--- config.mk ---
export PLATFORM = sky130hd
export DESIGN_NAME = alu_arbiter
export DESIGN_NICKNAME = d
export VERILOG_FILES = /design/src/rtl/alu_pkg.sv /design/src/rtl/alu.sv /design/src/rtl/alu_arbiter.sv
export SDC_FILE = /design/constraint.sdc
export NUM_CORES = 1
export LEC_CHECK = 0
export CORE_MARGIN = 3
export CORE_UTILIZATION = 41
export DETAILED_ROUTE_END_ITERATION = 10
export GPL_ROUTABILITY_DRIVEN = 0
export PLACE_DENSITY = 0.66
export SETUP_SLACK_MARGIN = 0.3
export SYNTH_ARGS = -nofsm -noshare
export SYNTH_HDL_FRONTEND = slang
export SYNTH_HIERARCHICAL = 1
export SYNTH_SLANG_ARGS = --single-unit
--- constraint.sdc ---
create_clock -name clk -period 13.7 [get_ports clk]
set_input_delay 2.055 -clock clk [delete_from_list [all_inputs] [get_ports clk]]
set_output_delay 2.055 -clock clk [all_outputs]
set_load 0.02 [all_outputs]
--- src/rtl/alu_pkg.sv ---
`default_nettype none
// ============================================================================
// alu_pkg : shared width, ALU opcodes and arbiter FSM encoding.  Rev 1.0
// ============================================================================
package alu_pkg;

  localparam int DATA_WIDTH = 32;

  localparam logic [2:0] ALU_AND = 3'b000;
  localparam logic [2:0] ALU_OR  = 3'b001;
  localparam logic [2:0] ALU_ADD = 3'b010;
  localparam logic [2:0] ALU_SUB = 3'b110;
  localparam logic [2:0] ALU_SLT = 3'b111;

  typedef enum logic [1:0] {
    ST_IDLE = 2'd0,
    ST_EXEC = 2'd1,
    ST_RESP = 2'd2
  } state_e;

  function automatic logic is_legal_op(input logic [2:0] op);
    return (op == ALU_AND) || (op == ALU_OR) || (op == ALU_ADD) ||
           (op == ALU_SUB) || (op == ALU_SLT);
  endfunction

  function automatic logic is_logic_op(input logic [2:0] op);
    return (op == ALU_AND) || (op == ALU_OR);
  endfunction

endpackage
`default_nettype wire

--- src/rtl/alu.sv ---
`default_nettype none
// ============================================================================
// alu : combinational AND/OR/ADD/SUB/SLT with zero, overflow and carry flags.  Rev 1.0
// ============================================================================
module alu #(
  parameter int DATA_WIDTH = alu_pkg::DATA_WIDTH
) (
  input  logic [DATA_WIDTH-1:0] a_i,
  input  logic [DATA_WIDTH-1:0] b_i,
  input  logic [2:0]            op_i,
  output logic [DATA_WIDTH-1:0] result_o,
  output logic                  zero_o,
  output logic                  overflow_o,
  output logic                  carryout_o
);
  import alu_pkg::*;

  logic                  sub;
  logic [DATA_WIDTH-1:0] b_eff;
  logic [DATA_WIDTH:0]   sum;

  always_comb begin
    sub   = (op_i == ALU_SUB) || (op_i == ALU_SLT);
    b_eff = sub ? ~b_i : b_i;
    sum   = {1'b0, a_i} + {1'b0, b_eff} + {{DATA_WIDTH{1'b0}}, sub};
    // Signed overflow: operands agree in sign but the sum does not.
    overflow_o = (a_i[DATA_WIDTH-1] == b_eff[DATA_WIDTH-1]) &&
                 (sum[DATA_WIDTH-1] != a_i[DATA_WIDTH-1]);
    carryout_o = sum[DATA_WIDTH];
    case (op_i)
      ALU_AND: result_o = a_i & b_i;
      ALU_OR:  result_o = a_i | b_i;
      ALU_ADD: result_o = sum[DATA_WIDTH-1:0];
      ALU_SUB: result_o = sum[DATA_WIDTH-1:0];
      ALU_SLT: result_o = {{(DATA_WIDTH-1){1'b0}}, sum[DATA_WIDTH-1] ^ overflow_o};
      default: result_o = '0;
    endcase
    zero_o = (result_o == '0);
  end

endmodule
`default_nettype wire

--- src/rtl/alu_arbiter.sv ---
`default_nettype none
// ============================================================================
// alu_arbiter : round-robin sharing of one alu between two requesters.  Rev 1.0
// ============================================================================
module alu_arbiter #(
  parameter int DATA_WIDTH = alu_pkg::DATA_WIDTH
) (
  input  logic                       clk,
  input  logic                       rst,
  input  logic [1:0]                 req_valid_i,
  output logic [1:0]                 req_ready_o,
  input  logic [1:0][DATA_WIDTH-1:0] req_a_i,
  input  logic [1:0][DATA_WIDTH-1:0] req_b_i,
  input  logic [1:0][2:0]            req_op_i,
  output logic [1:0]                 resp_valid_o,
  input  logic [1:0]                 resp_ready_i,
  output logic [DATA_WIDTH-1:0]      resp_result_o,
  output logic                       resp_zero_o,
  output logic                       resp_overflow_o,
  output logic                       resp_carryout_o,
  output logic                       resp_err_o
);
  import alu_pkg::*;

  state_e                state_q;
  logic                  prio_q;
  logic                  owner_q;
  logic [DATA_WIDTH-1:0] a_q;
  logic [DATA_WIDTH-1:0] b_q;
  logic [2:0]            op_q;
  logic [1:0]            resp_valid_q;
  logic [DATA_WIDTH-1:0] result_q;
  logic                  zero_q;
  logic                  overflow_q;
  logic                  carryout_q;
  logic                  err_q;

  logic                  grant;
  logic                  accept;
  logic [DATA_WIDTH-1:0] alu_result;
  logic                  alu_zero;
  logic                  alu_overflow;
  logic                  alu_carryout;

  alu #(.DATA_WIDTH(DATA_WIDTH)) u_alu (
    .a_i        (a_q),
    .b_i        (b_q),
    .op_i       (op_q),
    .result_o   (alu_result),
    .zero_o     (alu_zero),
    .overflow_o (alu_overflow),
    .carryout_o (alu_carryout)
  );

  always_comb begin
    grant       = (req_valid_i == 2'b11) ? prio_q : req_valid_i[1];
    req_ready_o = 2'b00;
    if ((state_q == ST_IDLE) && !rst && (req_valid_i != 2'b00)) begin
      req_ready_o[grant] = 1'b1;
    end
    accept = (req_ready_o != 2'b00);
  end

  always_ff @(posedge clk or posedge rst) begin
    if (rst) begin
      state_q      <= ST_IDLE;
      prio_q       <= 1'b0;
      owner_q      <= 1'b0;
      a_q          <= '0;
      b_q          <= '0;
      op_q         <= ALU_AND;
      resp_valid_q <= 2'b00;
      result_q     <= '0;
      zero_q       <= 1'b0;
      overflow_q   <= 1'b0;
      carryout_q   <= 1'b0;
      err_q        <= 1'b0;
    end else begin
      case (state_q)
        ST_IDLE: begin
          if (accept) begin
            a_q     <= req_a_i[grant];
            b_q     <= req_b_i[grant];
            op_q    <= req_op_i[grant];
            owner_q <= grant;
            prio_q  <= ~grant;
            state_q <= ST_EXEC;
          end
        end
        ST_EXEC: begin
          state_q      <= ST_RESP;
          resp_valid_q <= owner_q ? 2'b10 : 2'b01;
          if (is_legal_op(op_q)) begin
            result_q   <= alu_result;
            zero_q     <= alu_zero;
            overflow_q <= is_logic_op(op_q) ? 1'b0 : alu_overflow;
            carryout_q <= is_logic_op(op_q) ? 1'b0 : alu_carryout;
            err_q      <= 1'b0;
          end else begin
            result_q   <= '0;
            zero_q     <= 1'b1;
            overflow_q <= 1'b0;
            carryout_q <= 1'b0;
            err_q      <= 1'b1;
          end
        end
        ST_RESP: begin
          // Only the owner's bit of resp_valid_q is set, so the non-owner's ready is masked.
          if ((resp_valid_q & resp_ready_i) != 2'b00) begin
            resp_valid_q <= 2'b00;
            state_q      <= ST_IDLE;
          end
        end
        default: state_q <= ST_IDLE;
      endcase
    end
  end

  assign resp_valid_o    = resp_valid_q;
  assign resp_result_o   = result_q;
  assign resp_zero_o     = zero_q;
  assign resp_overflow_o = overflow_q;
  assign resp_carryout_o = carryout_q;
  assign resp_err_o      = err_q;

endmodule
`default_nettype wire

-- Yosys cells after proc, flatten, opt, wreduce, memory -nomap -nowiden
Index checks and enable logic that the tools add are counted.
- $add $sub $neg: 2
- $lt $le $gt $ge: 2
- equality and inequality tests: 11
- muxes and demuxes: 24
- bitwise logic cells: 6
- reductions and logical operators: 21
- operators by type and width (cell ; count):
    $mux 32 ; 6
    $pmux 32 s4 ; 1
    $add 32x32->33 ; 1
    $add 33x1->33 ; 1
    $and 32x32->32 ; 1
    $logic_not 32->1 ; 1
    $not 32->32 ; 1
    $or 32x32->32 ; 1
    $mux 1 ; 8
    $mux 2 ; 4
    $reduce_bool 2->1 ; 4
    $eq 3x3->1 const B ; 2
    $mux 3 ; 2
    $pmux 2 s3 ; 1
    $reduce_and 2->1 ; 3
    $logic_or 1x1->1 ; 5
    $eq 2x2->1 const B ; 2
    $logic_and 1x1->1 ; 4
    $ne 2x2->1 const B ; 2
    $pmux 2 s2 ; 1
    $eq 3x1->1 const B ; 1
    $eq 3x2->1 const B ; 1
    $logic_not 3->1 ; 1
    $and 2x2->2 ; 1
    other kinds (11) ; 11
- register bits: 109
- input bits: 140

-- Depth between registers and ports, before layout
- depth in word-level cells: 11
- gate-level depth with buffers: 18
- gate-level depth less buffers: 16

-- Hierarchy
Netlist, hierarchy kept.
- modules (own cells, without submodules) (module ; instances ; cells an instance ; area an instance (um^2) ; sequential area each (um^2)):
    alu_arbiter ; 1 ; 428 ; 4790.8 ; 2727.6
    alu ; 1 ; 424 ; 3044.2 ; 0.0

-- Worst setup path before layout
No wires, ideal clock.
- path type: input port to output port
- from: input port rst
- to: output port req_ready_o[1]
- arrival: 3120 ps
- setup slack: 8525 ps
- cell stages on the path: 5
- cell sequence: or3_1 -> buf_2 -> buf_6 -> buf_6 -> nor3b_2
- cells in the longest elaborated chain, start to end: 4
- RTL lines (item ; line ; RTL):
    start: declaration ; alu_arbiter.sv:9 ; input logic rst,
    $logic_not 1->1 (no source line) ; -- ;
    $logic_and 1x1->1 (2 in series) ; alu_arbiter.sv:58 ; if ((state_q == ST_IDLE) && !rst && (req_valid_i != 2'b00)) begin
    $mux 2 ; alu_arbiter.sv:58 ;
    end: declaration ; alu_arbiter.sv:11 ; output logic [1:0] req_ready_o,
Every way passes these cells.

-- Final worst setup path
- from: input port rst
- to: output port req_ready_o[0]
The elaborated chain is that of the path after synthesis.

==> results.json <==
{
  "rsz0062_at_grt": "no",
  "ios": 180,
  "drv_cap": 0,
  "hold_start": "owner_q$_DFFE_PP0P_",
  "cp.arrival_ps": 4460,
  "antenna_found_initial": 0,
  "hold_buffers": 0,
  "antenna_cells": 0,
  "dp.cells": 1203,
  "grt_usage_pct": 21.4,
  "clock_path_buffers": 2,
  "status": "complete, no violations",
  "post_cts_resized": 0,
  "crit_required_ps": 11640,
  "async_flop_share_pct": 100,
  "die-area_sq_mm": 0.0208,
  "synth_top_cell_by_area": "dfrtp_1",
  "fp.coreArea_sq_mm": 0.0184,
  "cts_max_level": 3,
  "ys_seq_area_share_pct": 34.8,
  "drive_above_1_share_pct": 6.67,
  "first_global_vias": 6718,
  "pre_cts_slack_ps": 7180,
  "row_count": 49,
  "rr_startpoint": "op_q[1]$_DFFE_PP0P_",
  "synthesis.area_sq_mm": 0.00784,
  "synth_edf_count": 0,
  "fmax_mhz": 154,
  "drt_wl_total_mm": 22.3,
  "synth_xor_area_share_pct": 6.15,
  "port_buffers": 179,
  "initial_utilization_pct": 42.6,
  "worstPathMaxFanout": 69,
  "ant_nets": 0,
  "synth_top_family_by_area": "compound AO/OA/AOI/OAI gates",
  "yosys.cell_types.count": 76,
  "drtPass1Iterations": 5,
  "slew_viol_final": 0,
  "avgSynthCellArea_sq_um": 9.20,
  "cts_root_buffer": "clkbuf_16",
  "dpl.hpwl_mm": 16.4,
  "synth_top_area_share_pct": 34.8,
  "tightestPinTransition_ps": 1260,
  "wl_per_cell_microns": 18.3,
  "gr-total-overflow": 0,
  "setup_viol": 0,
  "whs_path_depth": 1,
  "critical_path.endpoint_type": "output port",
  "yosysWarningCount": 6,
  "min_to": "resp_valid_o[0]$_DFFE_PP0P_",
  "grt_max_degree": 71,
  "period_share_pct": 47.5,
  "syn_inst": 852,
  "skew_ps": 12.8,
  "syn_nets": 1029,
  "timing_hold_violations_final": 0,
  "synthToLayoutAreaGrowth_pct": 27.2,
  "cp-start-kind": "input port",
  "synthMuxAreaShare_pct": 0.256,
  "p_leak_nw": 4.11,
  "rr_worst_depth": 16,
  "die_w_microns": 144,
  "maxSlewHeadroom_pct": 15.9,
  "worstReg2RegEnd": "resp_zero_o$_DFFE_PP0P_",
  "hold_class": "reg2reg",
  "r2r_setup_slack_ps": 8120,
  "fin_nets": 1162,
  "cts_setup_buffers": 0,
  "clk_pin_slew_ps": 80,
  "ir_drop_mv": 0.0871,
  "die_height_microns": 144,
  "pwr_density_cell_mw_per_mm2": 272,
  "fin_tns_setup_ps": 0,
  "synth_compound_area_share_pct": 25.2,
  "fin_cells": 1219,
  "grt_pass1_wl_mm": 35.8,
  "synth_adder_area_share_pct": 9.58,
  "crit_type": "in2out",
  "yosys.area_share.simple_pct": 18.5,
  "vias": 7103,
  "cts_tree": "yes",
  "ys_top_cells_by_area": "dfrtp_1 (35%), a221o_1 (8.8%), nand2_1 (5.8%), ha_1 (5.7%), xnor2_1 (5.0%)",
  "synth_seq_cells": 109,
  "clock_sinks": 109,
  "drt_iter0_drc": 441,
  "vias_per_cell": 5.83,
  "setup_ws_ps": 7190,
  "drc_errors": 0,
  "insertion_delay_ps": 360,
  "numCtsBuffers": 9,
  "timing.final.crit_period_ps": 6510,
  "synthFlopType": "dfrtp_1"
}
cell families after synthesis:
logic type	after synthesis
multiplexers	2
XOR/XNOR	55
adder cells (fa/ha/maj)	65
buffers and inverters	86
AO/OA/AOI/OAI	255
AND/OR/NAND/NOR	280
flip-flops	109
flip-flops by register name, summed over array words and instances, names as in the netlist:
signal           cells
resp_overflow_o      1
resp_zero_o          1
resp_valid_o         2
prio_q               1
a_q                 32
b_q                 32
resp_err_o           1
resp_carryout_o      1
state_q              2
resp_result_o       32
op_q                 3
owner_q              1
final cells by class:
cell class	instances	area (sq um)
fill	1694	8420
multi-input combinational	657	4710
sequential	109	2730
timing repair buffer	188	1850
tap	229	287
clock buffer	9	225
clock inverter	7	82.6
inverter	20	77.6
power breakdown:
part	internal, mW	switching, mW
combinational	0.799	1.03
clock	0.145	0.129
sequential	0.465	0.148
total	1.41	1.30
how the worst max path moves through the flow:
stage	to	slack (ps)	startpoint	cells past startpoint
finish	req_ready_o[0]	7190	rst	5
global route	req_ready_o[0]	7030	rst	5
CTS	req_ready_o[0]	7180	rst	5
detailed placement	req_ready_o[0]	7180	rst	5
global placement	req_ready_o[0]	7200	rst	5
floorplan	req_ready_o[1]	8530	rst	5
cell usage after synthesis, drive strengths merged, types with 3 or more instances:
library cell and n:
o21ai 36, and2 3, xor2 10, o31ai 3, inv 20, o2111ai 5
a22oi 5, a211oi 3, dfrtp 109, nand2 121, nor2 23, nor2b 7
a22o 33, ha 36, nor3 73, nand4 6, a221o 69, nor3b 3
or4 4, nand3 12, o21a 12, maj3 28, a21oi 41, or3 4
xnor2 45, buf 27, o21bai 3, and3 10, a31oi 7, clkbuf 38
nand2b 4, o211ai 6, a21o 10
cell usage in the layout (no fill, tap or decap), types with 3 or more instances in the layout:
master | netlist | final
a221o_1 | 69 | 69
o21ai_1 | 4 | 3
nor3_2 | 20 | 19
nand2b_1 | 4 | 4
a22o_1 | 33 | 33
or4_1 | 4 | 4
ha_1 | 36 | 36
o2111ai_1 | 4 | 4
xnor2_1 | 45 | 45
nand2_1 | 121 | 120
nand3_1 | 12 | 12
a21o_1 | 9 | 9
or3_1 | 4 | 3
dfrtp_1 | 109 | 109
nor2_1 | 21 | 20
a31oi_1 | 7 | 7
a211oi_1 | 3 | 3
clkdlybuf4s50_1 | 0 | 178
o21bai_1 | 3 | 3
and3_1 | 10 | 9
a21oi_1 | 40 | 40
o21ai_0 | 32 | 32
xor2_1 | 10 | 10
clkbuf_16 | 0 | 9
maj3_1 | 28 | 28
nand4_1 | 6 | 6
nor2b_1 | 5 | 4
nor3_1 | 53 | 53
buf_4 | 1 | 9
a22oi_1 | 5 | 5
o211ai_1 | 6 | 6
and2_1 | 3 | 3
inv_1 | 20 | 19
o21a_1 | 12 | 12
o31ai_1 | 3 | 3
critical path: stages:
cell	delay (ps)
clkdlybuf4s50_1	470
nor3_1	340
and3_2	250
buf_4	590
clkdlybuf4s50_1	740
metal layers:
metal,share of wire [%],wire length (microns),vias to the layer above,track usage (%)
met4,1.5,339,0,6.04
li1,-,-,3488,-
met1,51,11400,3284,34.6
met2,41,9110,304,29.4
met5,0,0,-,0
met3,6.8,1530,27,3.01
metrics by stage:
step	total power [mW]	util, %	cell area [sq um]	hold slack, ps
final	2.71	54.2	9970	448
after global routing	2.94	54.2	9970	473
after CTS	2.70	54.2	9970	453
after detailed placement	2.41	52.5	9660	442
after global placement	2.40	52.5	9660	429
after floorplan	1.96	-	7840	424
(Power assumes the default switching activity.)
